### src/rtl/demux_pkg.sv
// Shared selector codes, FSM encoding and selector helper for the registered 1-to-3 demultiplexer.
package demux_pkg;

    localparam logic [1:0] SEL_DEST0    = 2'b00;
    localparam logic [1:0] SEL_DEST1    = 2'b01;
    localparam logic [1:0] SEL_DEST2    = 2'b10;
    localparam logic [1:0] SEL_RESERVED = 2'b11;

    typedef enum logic {
        ST_EMPTY = 1'b0,
        ST_FULL  = 1'b1
    } state_t;

    function automatic logic sel_is_reserved(input logic [1:0] sel);
        return (sel == SEL_RESERVED);
    endfunction

endpackage

### src/rtl/demultiplexer_1_to_3_reg_saturating_counter.sv
// Up-counter that sticks at all-ones; counts reserved-selector words for the demultiplexer.
module saturating_counter #(
    parameter int WIDTH = 8
) (
    input  logic             clk,
    input  logic             reset,
    input  logic             inc_i,
    output logic [WIDTH-1:0] count_o
);

    localparam logic [WIDTH-1:0] ONE      = {{(WIDTH-1){1'b0}}, 1'b1};
    localparam logic [WIDTH-1:0] ALL_ONES = {WIDTH{1'b1}};

    logic [WIDTH-1:0] r_count;

    // Count register: increments on request until it reaches all-ones.
    always_ff @(posedge clk or negedge reset) begin
        if (!reset) begin
            r_count <= {WIDTH{1'b0}};
        end else if (inc_i && (r_count != ALL_ONES)) begin
            r_count <= r_count + ONE;
        end
    end

    assign count_o = r_count;

endmodule

### src/rtl/demultiplexer_1_to_3_reg.sv
// Registered 1-to-3 demultiplexer: single-entry slice steering a word to one of three sinks,
// rejecting and counting the reserved destination code.
module demultiplexer_1_to_3_reg #(
    parameter int N_BITS       = 32,
    parameter int ERR_CNT_BITS = 8
) (
    input  logic                    clk,
    input  logic                    reset,
    input  logic [1:0]              selector_i,
    input  logic [N_BITS-1:0]       data_i,
    input  logic                    valid_i,
    output logic                    ready_o,
    output logic [N_BITS-1:0]       data_o,
    output logic                    valid_0_o,
    output logic                    valid_1_o,
    output logic                    valid_2_o,
    input  logic                    ready_0_i,
    input  logic                    ready_1_i,
    input  logic                    ready_2_i,
    output logic                    error_o,
    output logic [ERR_CNT_BITS-1:0] error_count_o
);

    import demux_pkg::*;

    state_t            r_state;
    state_t            w_state_nxt;
    logic [N_BITS-1:0] r_data;
    logic [N_BITS-1:0] w_data_nxt;
    logic [1:0]        r_sel;
    logic [1:0]        w_sel_nxt;
    logic              r_error;
    logic              w_sel_ready;
    logic              w_out_fire;
    logic              w_in_fire;
    logic              w_in_store;
    logic              w_in_err;

    // Only the ready of the destination currently held matters; the others are ignored.
    always_comb begin
        w_sel_ready = 1'b0;
        case (r_sel)
            SEL_DEST0: w_sel_ready = ready_0_i;
            SEL_DEST1: w_sel_ready = ready_1_i;
            SEL_DEST2: w_sel_ready = ready_2_i;
            default:   w_sel_ready = 1'b0;
        endcase
    end

    assign w_out_fire = (r_state == ST_FULL) && w_sel_ready;
    assign ready_o    = (r_state == ST_EMPTY) || w_out_fire;
    assign w_in_fire  = valid_i && ready_o;
    assign w_in_store = w_in_fire && !sel_is_reserved(selector_i);
    assign w_in_err   = w_in_fire && sel_is_reserved(selector_i);

    // State, word and selector registers.
    always_ff @(posedge clk or negedge reset) begin
        if (!reset) begin
            r_state <= ST_EMPTY;
            r_data  <= {N_BITS{1'b0}};
            r_sel   <= SEL_DEST0;
        end else begin
            r_state <= w_state_nxt;
            r_data  <= w_data_nxt;
            r_sel   <= w_sel_nxt;
        end
    end

    // Next-state: a stored word wins over a drain, so a simultaneous drain+fill stays FULL.
    always_comb begin
        w_state_nxt = r_state;
        w_data_nxt  = r_data;
        w_sel_nxt   = r_sel;
        if (w_in_store) begin
            w_state_nxt = ST_FULL;
            w_data_nxt  = data_i;
            w_sel_nxt   = selector_i;
        end else if (w_out_fire) begin
            w_state_nxt = ST_EMPTY;
        end else begin
            w_state_nxt = r_state;
        end
    end

    // Error pulse follows each consumed reserved word by one cycle.
    always_ff @(posedge clk or negedge reset) begin
        if (!reset) begin
            r_error <= 1'b0;
        end else begin
            r_error <= w_in_err;
        end
    end

    saturating_counter #(
        .WIDTH (ERR_CNT_BITS)
    ) u_err_cnt (
        .clk     (clk),
        .reset   (reset),
        .inc_i   (w_in_err),
        .count_o (error_count_o)
    );

    assign data_o    = r_data;
    assign error_o   = r_error;
    assign valid_0_o = (r_state == ST_FULL) && (r_sel == SEL_DEST0);
    assign valid_1_o = (r_state == ST_FULL) && (r_sel == SEL_DEST1);
    assign valid_2_o = (r_state == ST_FULL) && (r_sel == SEL_DEST2);

endmodule

### config.mk
export PLATFORM = sky130hd
export DESIGN_NAME = demultiplexer_1_to_3_reg
export DESIGN_NICKNAME = d
export VERILOG_FILES = /design/src/rtl/demux_pkg.sv /design/src/rtl/demultiplexer_1_to_3_reg_saturating_counter.sv /design/src/rtl/demultiplexer_1_to_3_reg.sv
export SDC_FILE = /design/constraint.sdc
export NUM_CORES = 1
export LEC_CHECK = 0
export CAP_MARGIN = 10
export CORE_UTILIZATION = 35
export CTS_CLUSTER_SIZE = 25
export DETAILED_ROUTE_END_ITERATION = 7
export PLACE_DENSITY = 0.71
export SLEW_MARGIN = 10
export SYNTH_ARGS = -nofsm -noshare
export SYNTH_HDL_FRONTEND = slang
export SYNTH_SLANG_ARGS = --single-unit
### constraint.sdc
create_clock -name clk -period 1.8 [get_ports clk]
set_clock_uncertainty 0.05 [all_clocks]
set_input_delay 0.36 -clock clk [delete_from_list [all_inputs] [get_ports clk]]
set_output_delay 0.36 -clock clk [all_outputs]
set_load 0.02 [all_outputs]
* Word level (Yosys, flattened, before mapping)
Index checks and enable logic that the tools add are counted.
** Operators by class
- Bitwise logic cells :: 1
- Equality and inequality tests :: 4
- Reductions and logical operators :: 12
- Add/sub/neg operators :: 1
- Multiplexer cells :: 3
** Operators with widths (number)
- $add A8 B1 Y8 const B :: 1
- $logic_and A1 B1 Y1 :: 8
- $ne A8 B8 Y1 const B :: 1
- $eq A2 B2 Y1 const B :: 2
- $pmux W1 S3 :: 1
- $eq A2 B1 Y1 const B :: 1
- $logic_not A2 Y1 :: 1
- $mux W1 :: 2
- $reduce_bool A2 Y1 :: 1
- $logic_not A1 Y1 :: 1
- $logic_or A1 B1 Y1 :: 1
- $not A1 Y1 :: 1
** Storage, ports and cells
- Output and inout bits :: 45
- Register bits after elaboration :: 44
- Input port bits :: 40
- Word-level logic and storage cells :: 26

* Depth between registers and ports, before layout
- Depth in word-level cells :: 7
- Depth in mapped cells :: 6
- Gate-level depth less buffers :: 5

* Hierarchy
From an unflattened synthesis, not the netlist that was laid out.
** Second synthesis, totals
- Cell total of the unflattened synthesis :: 208
- Area, all modules :: 2160.8 um^2
** Modules (own cells, without submodules)
- demultiplexer_1_to_3_reg :: sequential area each 900.9 um^2, times used 1, cells each 174, area each 1752.9 um^2
- saturating_counter :: sequential area each 200.2 um^2, times used 1, cells each 34, area each 407.9 um^2

* Worst setup path after synthesis
Ideal clock, no wire load.
- Path kind :: flip-flop to flip-flop
- Start point :: register u_err_cnt.r_count[0] (netlist: u_err_cnt.count_o[0])
- End point :: register u_err_cnt.r_count[1] (netlist: u_err_cnt.count_o[1])
- Cell stages (with the launch flop) :: 5
- Library setup time :: 125 ps
- Required time :: 1625 ps
- Period minus slack after synthesis :: 1874 ps
- Setup slack :: -74 ps
- Buffers on the path :: 0
- Data arrival time :: 1700 ps
- Cells stage by stage :: dfrtp_1 -> ha_1 -> and3_1 -> a311oi_4 -> mux2_2
** Between the ends
- Longest elaborated chain between the ends :: 2
- Elaborated cells on any way between the ends :: 3
- Classes of those cells :: 1 x add/sub; 1 x eq/ne; 1 x reduce/logical
** RTL lines
- start, declared :: RTL line demultiplexer_1_to_3_reg_saturating_counter.sv:14 : logic [WIDTH-1:0] r_count;
- start signal, assigned :: RTL line demultiplexer_1_to_3_reg_saturating_counter.sv:19 : r_count <= {WIDTH{1'b0}};
- start signal, assigned :: RTL line demultiplexer_1_to_3_reg_saturating_counter.sv:21 : r_count <= r_count + ONE;
- branches (longest 2 deep; another with $add A8 B1 Y8)
Several ways; the timed one is not identified.
A chain may end at the register's enable or synchronous reset.

* Final worst setup path
- Start point :: register r_sel[1]
- End point :: register r_data[25] (netlist: data_o[25])
** Between the ends
- Longest elaborated chain between the ends :: 6
- Elaborated cells on any way between the ends :: 8
- Classes of those cells :: 2 x eq/ne; 1 x mux; 5 x reduce/logical
** RTL lines
- start, declared :: RTL line demultiplexer_1_to_3_reg.sv:30 : logic [1:0] r_sel;
- start signal, assigned :: RTL line demultiplexer_1_to_3_reg.sv:65 : r_sel <= w_sel_nxt;
- $eq A2 B2 Y1 (tied with other cells) :: RTL line demultiplexer_1_to_3_reg.sv:42 : case (r_sel)
- $pmux W1 S3 (*) :: RTL line demultiplexer_1_to_3_reg.sv:42
- $logic_and A1 B1 Y1 (*) :: RTL line demultiplexer_1_to_3_reg.sv:50 : assign w_out_fire = (r_state == ST_FULL) && w_sel_ready;
- $logic_or A1 B1 Y1 (*) :: RTL line demultiplexer_1_to_3_reg.sv:51 : assign ready_o = (r_state == ST_EMPTY) || w_out_fire;
- $logic_and A1 B1 Y1 (*) :: RTL line demultiplexer_1_to_3_reg.sv:52 : assign w_in_fire = valid_i && ready_o;
- $logic_and A1 B1 Y1 (*) :: RTL line demultiplexer_1_to_3_reg.sv:53 : assign w_in_store = w_in_fire && !sel_is_reserved(selector_i);
- end signal, assigned :: RTL line demultiplexer_1_to_3_reg.sv:60 : r_data <= {N_BITS{1'b0}};
- end signal, assigned :: RTL line demultiplexer_1_to_3_reg.sv:64 : r_data <= w_data_nxt;
- end, declared :: RTL line demultiplexer_1_to_3_reg.sv:28 : logic [N_BITS-1:0] r_data;
Every way passes the cells marked *; elsewhere a longest branch is shown, timed or not.

==> run metrics <==
status finished, violations left; failing checks setup timing; Leak 0.00149 uW; Congestion Overflow GR 0; fin crit period 1.82 ns; DP Wirelength 3060 um; IO Pins 85; area fraction of the dominant cell type after synthesis 0.563; largest net degree at the start of global routing 20; CTS sink cnt 44; WP data required 1.93 ns; number of buffers created by CTS 5; grt met2 use 0.260; critical-path cell list and2b_2 > o221ai_4 > a21oi_4 > clkbuf_16 > mux2_4; Max IR drop VDD 0.800 mV; 1st-pass router iterations 4; count leader, synth dfrtp_1; die area 5890 um2; antenna-violating nets left 0; register area share after synthesis 0.563; Synth Cell Area 1960 um2; Final nets 275; commonest register cell after synthesis dfrtp_1; fmax 549 MHz; Synth top cells by count dfrtp_1 (44), mux2_4 (31), nand2_1 (7); Slowest-stage cell, CP dfrtp_2; crit path DAT 1.95 ns; wirelength, routed 4270 um; RSZ-0062 raised after global routing yes; Yosys reg bits 44; Synth area leaders dfrtp_1 (56%), mux2_4 (24%), buf_6 (2.3%), mux2_2 (2.3%), xnor2_1 (1.8%); Worst-Skew Late Latency 0.29 ns; Routed WL per cell 14.0 um; via count 1399; Worst Setup Path Type reg -> reg; max-cap violations 0; Area Growth Syn to Fin 62.8%; Layout fillers 427; Die X 76.8 um; Async S/R FF share, synth 1.00; Slew HR 0.715; Std-Cell Rows 26; H-tree depth 2; DR iter-0 viols 15; M1 GR Usage 0.199; layout cell share with drive strength beyond 1 0.340; CTS root buffer clkbuf_8; Least-Margin Pin Slew 0.427 ns; GP Congestion 0.735; GRT Total Usage 0.158; first-pass GRT wire length 7360 um; Yosys warnings 0; type of origin of the critical path flop; Worst setup EP type flop; Crit Path Max Fanout 7; # setup viols final 18; final hold viol count 0; port bufs 84; CTS tree yes; DRC violations left 0; antenna cells 0; Syn Nets 164; setup ws final -0.0220 ns; Final Max Tran Viols 0; period utilisation layout 1.01; PD cells 1620 nW/um2; vias in the first global route 1543; area leader, netlist dfrtp_1; Clk pin slew, worst setup/hold paths 0.08 ns; clock buffer depth 2; placed cell count 292; M3 GR Usage 0.0464; hold crit path type reg -> reg; EDFF count, synth 0; Finished Layout Cells 305; Syn Area/Cell 15.9 um2; DR vias/cell 4.59; Initial Util 0.373; CP peak stage delay 0.45 ns; Synth Instances 123; GR peak layer met2; initial antenna violation count 0; post-layout util 0.608; core area 5240 um2; die height 76.8 um; R2R Setup Slk -0.02 ns; synth unique cells 25
-- cell families (layout without fill, tap and decap cells) --
logic type	Yosys count	in the layout	share of synthesized area
buf+inv	5	117	0.0249
compound gates	10	10	0.0595
simple gates	22	22	0.0576
flops	44	44	0.563
mux	36	36	0.266
fa+ha+maj	1	1	0.00640
xor+xnor	5	5	0.0224
-- final cells by class --
cell class	instances	area, um2	share of cell area
Inverter	1	3.75	0.00118
Multi-Input combinational cell	74	823	0.259
Timing Repair Buffer	108	1070	0.337
Clock buffer	8	90.1	0.0283
Tap cell	70	87.6	0.0275
Sequential cell	44	1110	0.347
-- through the flow --
stage	total power, uW	setup slack, ns	hold slack (ns)	setup TNS, ns	area, um2
2_1_floorplan	3210	0.00720	0.0144	0	1960
3_3_place_gp	4460	-0.405	0.275	-12.67	3010
3_5_place_dp	4490	-0.451	0.279	-13.50	3010
4_1_cts	5230	-0.0360	0.464	-0.538	3180
5_1_grt	5460	-0.110	0.486	-3.33	3180
6_report	5160	-0.0220	0.462	-0.295	3180
-- placed cells by master, fill, tap and decap left out --
cell type / Yosys / layout
dlygate4sd2_1: 0 / 2
inv_1: 1 / 1
clkbuf_1: 0 / 2
o21ai_0: 1 / 1
clkbuf_2: 0 / 1
dfrtp_1: 44 / 40
a21oi_4: 1 / 1
buf_8: 0 / 2
dfrtp_2: 0 / 4
o211ai_1: 1 / 1
xor2_1: 1 / 1
and2b_2: 1 / 1
a311oi_4: 1 / 1
nand2_1: 7 / 7
xnor2_1: 4 / 4
dlymetal6s2s_1: 0 / 5
or2b_2: 1 / 1
nor2_1: 5 / 5
dlygate4sd3_1: 0 / 1
buf_12: 0 / 2
mux2i_1: 1 / 1
buf_6: 4 / 1
mux2_4: 31 / 35
o22a_2: 1 / 1
clkbuf_16: 0 / 1
nand4_1: 3 / 3
ha_2: 0 / 1
clkdlybuf4s50_1: 0 / 72
and3_1: 3 / 3
clkbuf_8: 0 / 6
o221ai_4: 1 / 1
buf_2: 0 / 3
nand2b_1: 2 / 2
a31oi_1: 1 / 1
o22a_1: 1 / 1
buf_4: 0 / 18
a21oi_1: 2 / 2
-- flip-flops by register name (all words and copies together) (netlist names) --
register,count
u_err_cnt.count_o,8
r_sel,2
r_state,1
error_o,1
data_o,32
-- timing repair --
action,in CTS,in global routing
resized for setup,21,13
pin swaps,2,4
hold endpoints to repair,17,0
setup buffers,4,0
endpoints found under the setup margin,41,46
hold buffers,1,0
gates cloned,1,1
-- power breakdown --
part	switching, uW	internal [uW]
sequential	279	1440
clock	308	313
combinational	1180	1640
-- worst max-delay path: cells and delay by family (launching register included) --
kind / cells / cell delay (ns)
AO/OA/AOI/OAI: 2 / 0.41
buffers and inverters: 1 / 0.23
flip-flops: 1 / 0.45
multiplexers: 1 / 0.29
AND/OR/NAND/NOR: 1 / 0.27
-- metal layers --
| metal | vias to the layer above | share of wire |
|---|---|---|
| met5 | - | 0 |
| met3 | 12 | 0.067 |
| li1 | 656 | - |
| met2 | 65 | 0.46 |
| met4 | 0 | 0.023 |
| met1 | 666 | 0.45 |
-- final timing paths --
check | start | end | cells after the start
setup / recovery | r_sel[1] | data_o[25] | 5
hold / removal | data_o[27] | data_o[27] | 1
setup reg to reg | r_sel[1] | data_o[25] | 5
hold reg to reg | data_o[27] | data_o[27] | 1
max in group asynchronous | reset | data_o[13] | 3
min in group asynchronous | reset | u_err_cnt.count_o[5] | 2
No activity file was read; power rests on OpenSTA's default activity.
